**config.mk**
```make
export PLATFORM = sky130hd
export DESIGN_NAME = dumbrv_spi_arb
export DESIGN_NICKNAME = d
export VERILOG_FILES = /design/src/rtl/dumbrv_spi_arb.sv
export SDC_FILE = /design/constraint.sdc
export NUM_CORES = 1
export LEC_CHECK = 0
export CAP_MARGIN = 20
export CORE_MARGIN = 4
export CORE_UTILIZATION = 51
export CTS_CLUSTER_SIZE = 10
export DETAILED_ROUTE_END_ITERATION = 7
export PLACE_DENSITY_LB_ADDON = 0.2
export SETUP_SLACK_MARGIN = 0.3
export SYNTH_ARGS = -nofsm -noshare
export SYNTH_HDL_FRONTEND = slang
export SYNTH_SLANG_ARGS = --single-unit
```
**constraint.sdc**
```tcl
create_clock -name clk -period 3 [get_ports clk]
set_input_delay 0.3 -clock clk [delete_from_list [all_inputs] [get_ports clk]]
set_output_delay 0.3 -clock clk [all_outputs]
set_load 0.005 [all_outputs]
```
**src/rtl/dumbrv_spi_arb.sv**
```systemverilog
// Shares the byte-wide SPI memory controller between the fetch and load/store ports.
// Define DUMBRV_SPI_ARB_RR_EN for round-robin arbitration; otherwise the data port has fixed priority.
module dumbrv_spi_arb #(
  parameter int FETCH_BYTES = 4
) (
  input  logic        clk,
  input  logic        rst_n,
  input  logic        if_req_i,
  input  logic [15:0] if_addr_i,
  output logic        if_ack_o,
  output logic [31:0] if_data_o,
  input  logic        d_req_i,
  input  logic        d_we_i,
  input  logic [1:0]  d_size_i,
  input  logic [15:0] d_addr_i,
  input  logic [31:0] d_wdata_i,
  output logic        d_ack_o,
  output logic [31:0] d_rdata_o,
  output logic        m_valid_o,
  output logic        m_iswr_o,
  output logic [15:0] m_addr_o,
  output logic [7:0]  m_data_o,
  input  logic        m_done_i,
  input  logic [7:0]  m_data_i
);
  typedef enum logic [1:0] {ST_IDLE = 2'd0, ST_ISSUE = 2'd1, ST_GAP = 2'd2} state_t;

  // Any FETCH_BYTES value other than 2 is treated as a full-word fetch.
  localparam logic [1:0] FETCH_LAST = (FETCH_BYTES == 2) ? 2'd1 : 2'd3;

  state_t      state_r, state_s;
  logic        owner_data_r, owner_data_s;
  logic        iswr_r, iswr_s;
  logic [15:0] base_r, base_s;
  logic [1:0]  last_r, last_s;
  logic [1:0]  k_r, k_s;
  logic [31:0] wdata_r, wdata_s;
  logic [31:0] rdata_r, rdata_s;
  logic        m_valid_s, m_iswr_s;
  logic [15:0] m_addr_s;
  logic [7:0]  m_data_s;
  logic        if_ack_s, d_ack_s;
  logic [31:0] if_data_s, d_rdata_s;
  logic        grant_data_s;

  function automatic logic [7:0] byte_lane(input logic [31:0] word, input logic [1:0] idx);
    case (idx)
      2'd0:    byte_lane = word[7:0];
      2'd1:    byte_lane = word[15:8];
      2'd2:    byte_lane = word[23:16];
      default: byte_lane = word[31:24];
    endcase
  endfunction

  function automatic logic [31:0] merge_byte(input logic [31:0] word, input logic [1:0] idx,
                                             input logic [7:0] b);
    merge_byte = word;
    case (idx)
      2'd0:    merge_byte[7:0]   = b;
      2'd1:    merge_byte[15:8]  = b;
      2'd2:    merge_byte[23:16] = b;
      default: merge_byte[31:24] = b;
    endcase
  endfunction

  function automatic logic [1:0] data_last(input logic [1:0] size);
    case (size)
      2'd0:    data_last = 2'd0;
      2'd1:    data_last = 2'd1;
      default: data_last = 2'd3;
    endcase
  endfunction

`ifdef DUMBRV_SPI_ARB_RR_EN
  logic rr_data_next_r;

  assign grant_data_s = d_req_i & (~if_req_i | rr_data_next_r);

  // Round-robin pointer: after each grant the other port becomes preferred.
  always_ff @(posedge clk or negedge rst_n) begin
    if (!rst_n) begin
      rr_data_next_r <= 1'b0;
    end else if ((state_r == ST_IDLE) && (if_req_i || d_req_i)) begin
      rr_data_next_r <= ~grant_data_s;
    end else begin
      rr_data_next_r <= rr_data_next_r;
    end
  end
`else
  assign grant_data_s = d_req_i;
`endif

  // Next-state and next-output logic; outputs are registered below.
  always_comb begin
    state_s      = state_r;
    owner_data_s = owner_data_r;
    iswr_s       = iswr_r;
    base_s       = base_r;
    last_s       = last_r;
    k_s          = k_r;
    wdata_s      = wdata_r;
    rdata_s      = rdata_r;
    m_valid_s    = 1'b0;
    m_iswr_s     = m_iswr_o;
    m_addr_s     = m_addr_o;
    m_data_s     = m_data_o;
    if_ack_s     = 1'b0;
    d_ack_s      = 1'b0;
    if_data_s    = if_data_o;
    d_rdata_s    = d_rdata_o;
    case (state_r)
      ST_IDLE: begin
        if (if_req_i || d_req_i) begin
          owner_data_s = grant_data_s;
          if (grant_data_s) begin
            iswr_s  = d_we_i;
            base_s  = d_addr_i;
            last_s  = data_last(d_size_i);
            wdata_s = d_we_i ? d_wdata_i : 32'd0;
          end else begin
            iswr_s  = 1'b0;
            base_s  = if_addr_i;
            last_s  = FETCH_LAST;
            wdata_s = 32'd0;
          end
          rdata_s   = 32'd0;
          k_s       = 2'd0;
          state_s   = ST_ISSUE;
          m_valid_s = 1'b1;
          m_iswr_s  = iswr_s;
          m_addr_s  = base_s;
          m_data_s  = byte_lane(wdata_s, 2'd0);
        end else begin
          state_s = ST_IDLE;
        end
      end
      ST_ISSUE: begin
        if (m_done_i) begin
          rdata_s = iswr_r ? rdata_r : merge_byte(rdata_r, k_r, m_data_i);
          state_s = ST_GAP;
          // The ack is registered so it lands in the final GAP cycle.
          if (k_r == last_r) begin
            if (owner_data_r) begin
              d_ack_s   = 1'b1;
              d_rdata_s = rdata_s;
            end else begin
              if_ack_s  = 1'b1;
              if_data_s = rdata_s;
            end
          end else begin
            state_s = ST_GAP;
          end
        end else begin
          m_valid_s = 1'b1;
        end
      end
      ST_GAP: begin
        if (k_r == last_r) begin
          state_s = ST_IDLE;
        end else begin
          k_s       = k_r + 2'd1;
          state_s   = ST_ISSUE;
          m_valid_s = 1'b1;
          m_addr_s  = base_r + {14'd0, k_s};
          m_data_s  = byte_lane(wdata_r, k_s);
        end
      end
      default: begin
        state_s = ST_IDLE;
      end
    endcase
  end

  // State, transfer context and registered outputs.
  always_ff @(posedge clk or negedge rst_n) begin
    if (!rst_n) begin
      state_r      <= ST_IDLE;
      owner_data_r <= 1'b0;
      iswr_r       <= 1'b0;
      base_r       <= 16'd0;
      last_r       <= 2'd0;
      k_r          <= 2'd0;
      wdata_r      <= 32'd0;
      rdata_r      <= 32'd0;
      m_valid_o    <= 1'b0;
      m_iswr_o     <= 1'b0;
      m_addr_o     <= 16'd0;
      m_data_o     <= 8'd0;
      if_ack_o     <= 1'b0;
      d_ack_o      <= 1'b0;
      if_data_o    <= 32'd0;
      d_rdata_o    <= 32'd0;
    end else begin
      state_r      <= state_s;
      owner_data_r <= owner_data_s;
      iswr_r       <= iswr_s;
      base_r       <= base_s;
      last_r       <= last_s;
      k_r          <= k_s;
      wdata_r      <= wdata_s;
      rdata_r      <= rdata_s;
      m_valid_o    <= m_valid_s;
      m_iswr_o     <= m_iswr_s;
      m_addr_o     <= m_addr_s;
      m_data_o     <= m_data_s;
      if_ack_o     <= if_ack_s;
      d_ack_o      <= d_ack_s;
      if_data_o    <= if_data_s;
      d_rdata_o    <= d_rdata_s;
    end
  end
endmodule

```
==> tab_implementation.tex <==
\begin{tabular}{lr}
\hline
Metric & Value \\
\hline
\multicolumn{2}{l}{\textbf{Yosys}} \\
\quad Portion of the post-synthesis area used by sequential elements & 0.5730 \\
\quad Post-Syn Instances & 730 \\
\quad Area share of the largest cell type after synthesis & 0.5730 \\
\quad Fraction of the mapped netlist area in compound gates & 0.1845 \\
\quad Post-synthesis instance area & 7817 um\^{}2 \\
\quad Post-Synth XOR/XNOR Area & 0.01440 \\
\quad Multiplexer share of the synthesized area & 0.06146 \\
\quad Net count of the mapped netlist & 820 \\
\quad Number of library cell types mapped by synthesis & 50 \\
\quad \#FFs+latches synth & 179 \\
\quad Synth warnings & 0 \\
\quad Ranking of synthesized cells by area & dfrtp\_1 57\%, a22o\_1 6.5\%, mux2i\_1 6.1\% \\
\quad Cell taking the most area after synthesis & dfrtp\_1 \\
\quad Simple-gate share of the synthesized area & 0.1056 \\
\quad Mean instance size in the synthesized netlist & 10.71 um\^{}2 \\
\quad Dominant combinational cell family by area after synthesis & compound AO/OA/AOI/OAI gates \\
\quad Post-synthesis adder-cell area fraction & 0.01697 \\
\multicolumn{2}{l}{\textbf{Cells and area}} \\
\quad Share of layout cells above drive strength 1 & 0.06524 \\
\quad Area growth syn-to-layout & 31.10\% \\
\quad Most common cell after layout, fill and taps aside & dfrtp\_1 \\
\quad Layout net count & just under 1000 \\
\quad Fill cells & between 1000 and 1500 \\
\quad Number of antenna cells inserted & 0 \\
\quad Most frequent cells in the layout & 179 x dfrtp\_1, 170 x clkdlybuf4s50\_1, 99 x nand2\_1, 76 x o21ai\_0, 58 x a22o\_1 \\
\multicolumn{2}{l}{\textbf{Critical path}} \\
\quad Cell type group with the largest total delay on the critical path & adder cells \\
\quad Kind of end point of the critical path & flop \\
\quad Depth of the worst register-to-register path & 7 \\
\quad Critical path cell sequence & inv\_1, ha\_1, fa\_1, nand3\_1, nor2\_1, or3\_1, a32o\_1 \\
\quad Critical path data arrival time & 2.77 ns \\
\quad Startpoint-to-endpoint class of the critical path & flop to flop \\
\quad Kind of start point of the critical path & flop \\
\quad Path length in cells of the critical path & 7 \\
\quad Slowest-stage cell, CP & fa\_1 \\
\quad Critical path data required time & roughly 3.3 ns \\
\quad Delay of the slowest cell on the worst path & 0.52 ns \\
\quad Maximum net fanout on the critical path & 8 \\
\quad Crit path buf inv count & 1 \\
\multicolumn{2}{l}{\textbf{CTS}} \\
\quad Hold-fix buffer count after cts & 1 \\
\quad Number of buffers on the longest clock path & 2 \\
\quad Number of clock sinks & 179 \\
\quad Post-cts resize count & 0 \\
\quad Clock-pin slew on the worst setup and hold paths & 0.07 ns \\
\quad Buffer count from post-CTS setup fixing & 0 \\
\quad CTS Buf Count & 17 \\
\quad CTS tree & yes \\
\quad CTS Root Buffer Type & clkbuf\_16 \\
\quad H-tree Lvls & 4 \\
\quad Worst-skew pair later-pin latency & 0.44 ns \\
\multicolumn{2}{l}{\textbf{Placed design}} \\
\quad Port-buffer cells & approximately 170 \\
\quad Post-detailed-placement half-perimeter wirelength & 13880 um \\
\quad Worst setup slack after placement & between 0.5 and 0.6 ns \\
\quad Gpl congestion & between 0.8 and 0.9 \\
\multicolumn{2}{l}{\textbf{STA}} \\
\quad Final cycle utilization of the critical path & 0.8148 \\
\quad RSZ-0062 raised after global routing & no \\
\quad Time the worst path needs with I/O delays and setup & 2.444 ns \\
\quad Final worst-path setup slack & 0.5557 ns \\
\quad Slew at the pin closest to its max-slew limit & 0.6517 ns \\
\quad Clock Skew & around 0.015 ns \\
\quad Max Slew Vio Count & 0 \\
\quad Final hold violation count & 0 \\
\quad Setup TNS & 0 ns \\
\quad Setup-failing EPs final & 0 \\
\quad Slew headroom & 0.5656 \\
\quad Max Clock Freq & 0.4091 GHz \\
\multicolumn{2}{l}{\textbf{Route}} \\
\quad Total number of vias & 6131 \\
\quad Antenna-violating nets left & 0 \\
\quad Starting DRC count in detailed routing & 495 \\
\quad Number of detailed-route iterations in the first pass & 5 \\
\quad Total routed wirelength & 19770 um \\
\quad Average detailed-routed wire length per instance & 18.42 um \\
\quad Post-detailed-route DRC marker count & 0 \\
\quad Via-to-Cell Ratio & 5.714 \\
\multicolumn{2}{l}{\textbf{Run}} \\
\quad Max Cap Violations & 0 \\
\multicolumn{2}{l}{\textbf{Power and ir drop}} \\
\quad Switching power share of the total & 0.3434 \\
\quad Combinational share of power & 0.368 \\
\quad LEAKAGE & 4.614 nW \\
\quad Power per Cell Area & 978.2 nW/um\^{}2 \\
\quad Power spent charging and discharging nets & 3.443 mW \\
\quad Clk network pwr share & 0.240 \\
\quad Register share of total power & 0.392 \\
\quad Worst VDD drop & between 0.0005 and 0.0006 V \\
\quad Internal portion of total power & 6.582 mW \\
\multicolumn{2}{l}{\textbf{Worst hold path}} \\
\quad Class of the tightest hold or removal check & primary input to async pin \\
\multicolumn{2}{l}{\textbf{Die}} \\
\quad Vertical die dimension & approximately 130 um \\
\quad Area enclosed by the die boundary & 17370 um\^{}2 \\
\quad Count of pins on the block boundary & 172 \\
\quad Width of the die & roughly 130 um \\
\quad Initial Util & 0.5299 \\
\quad Total number of placement rows & 44 \\
\quad Core area & 14750 um\^{}2 \\
\multicolumn{2}{l}{\textbf{Global route}} \\
\quad Antenna violations before repair & 0 \\
\quad Largest net degree at the start of global routing & 72 \\
\quad Global-route wire length before repair & 32850 um \\
\quad Global router's overall resource usage & 0.2322 \\
\quad Global route total overflow & 0 \\
\quad Number of global-route vias before repair & 6378 \\
\multicolumn{2}{l}{\textbf{Run status}} \\
\quad Run status & complete, no violations \\
\hline
\end{tabular}
[stage by stage]
stage	cell area (um^2)	utilization	hold WS (ns)	std cells	power, mW
2_1_floorplan	7818	-	0.004409	730	5.877
3_3_place_gp	9599	0.6506	0.3392	1040	7.477
3_5_place_dp	9599	0.6506	0.3468	1040	7.639
4_1_cts	10250	0.6946	0.4521	1073	10.09
5_1_grt	10250	0.6946	0.4644	1073	10.66
6_report	10250	0.6946	0.4238	1073	10.02
[power groups by stage]
stage          Clock [mW]  Sequential (mW)  Combinational [mW]
4_1_cts              2.43             3.93                3.73
5_1_grt              2.54             4.04                4.08
2_1_floorplan           0             3.83                2.05
6_report             2.40             3.93                3.69
3_5_place_dp            0             3.95                3.69
3_3_place_gp            0             3.92                3.56
[cells by family (layout without fill, tap and decap cells)]
kind of cell	after synthesis	after routing
compound gates	220	220
simple gates	193	193
flops	179	179
buf+inv	68	227
mux	48	48
xor+xnor	12	12
fa+ha+maj	10	10
[per-layer routing]
layer / track usage / part of all wire / up-vias
li1: - / - / 2858
met1: 0.3008 / 0.44 / 3037
met2: 0.3888 / 0.49 / 208
met3: 0.05305 / 0.051 / 28
met4: 0.07876 / 0.021 / 0
met5: 0 / 0 / -
[worst register-to-register path, cell delays in order, from the launching register on]
cell and delay (ns):
dfrtp_1 0.51, inv_1 0.16, ha_1 0.38, fa_1 0.52
nand3_1 0.16, nor2_1 0.07, or3_1 0.32, a32o_1 0.22
[path summary, 6_finish.rpt]
check	from	endpoint	slack [ns]
worst min register to register	d_rdata_o[12]	d_rdata_o[12]	0.48
max in group asynchronous	rst_n	d_rdata_o[0]	1.69
min in group clk	d_wdata_i[30]	wdata_r[30]	0.46
worst min-delay path	rst_n	d_rdata_o[21]	0.42
worst max-delay path	k_r[0]	m_addr_o[14]	0.56
worst max register to register	k_r[0]	m_addr_o[14]	0.56
[final cells by class]
class / count / area (um^2) / share of cell area
clock buffers: 18 / 439.2 / 0.04285
flip-flops and latches: 179 / 4479 / 0.4371
inverters: 10 / 37.54 / 0.003663
clock inverters: 14 / 200.2 / 0.01953
multi-input cells: 483 / 3017 / 0.2943
repair buffers: 185 / 1846 / 0.1801
well taps: 184 / 230.2 / 0.02246
[cells in the mapped netlist (all sizes together)]
cell type	count
fa	1
nand2b	4
nor2b	3
a31oi	11
nor4	1
a22o	58
buf	44
and4	2
a222oi	8
a221oi	1
nand4	3
xnor2	6
nand2	101
nand3	14
a21o	5
ha	9
a41oi	1
o21ai	85
nand3b	2
nor3	1
nor2	55
o31ai	1
a211o	1
o22a	1
or3	1
dfrtp	179
a32o	2
and2	5
inv	10
o21a	2
mux2i	48
xor2	6
clkbuf	14
a21oi	43
o22ai	1
and3	1
[state kept, by name (all words and copies together) (netlist names), 2 cells and up]
register / flops
base_r: 16
if_data_o: 32
rdata_r: 32
state_r: 2
wdata_r: 32
last_r: 2
k_r: 2
m_data_o: 8
d_rdata_o: 32
m_addr_o: 16
Note: power is estimated with default switching activity, not from simulation.
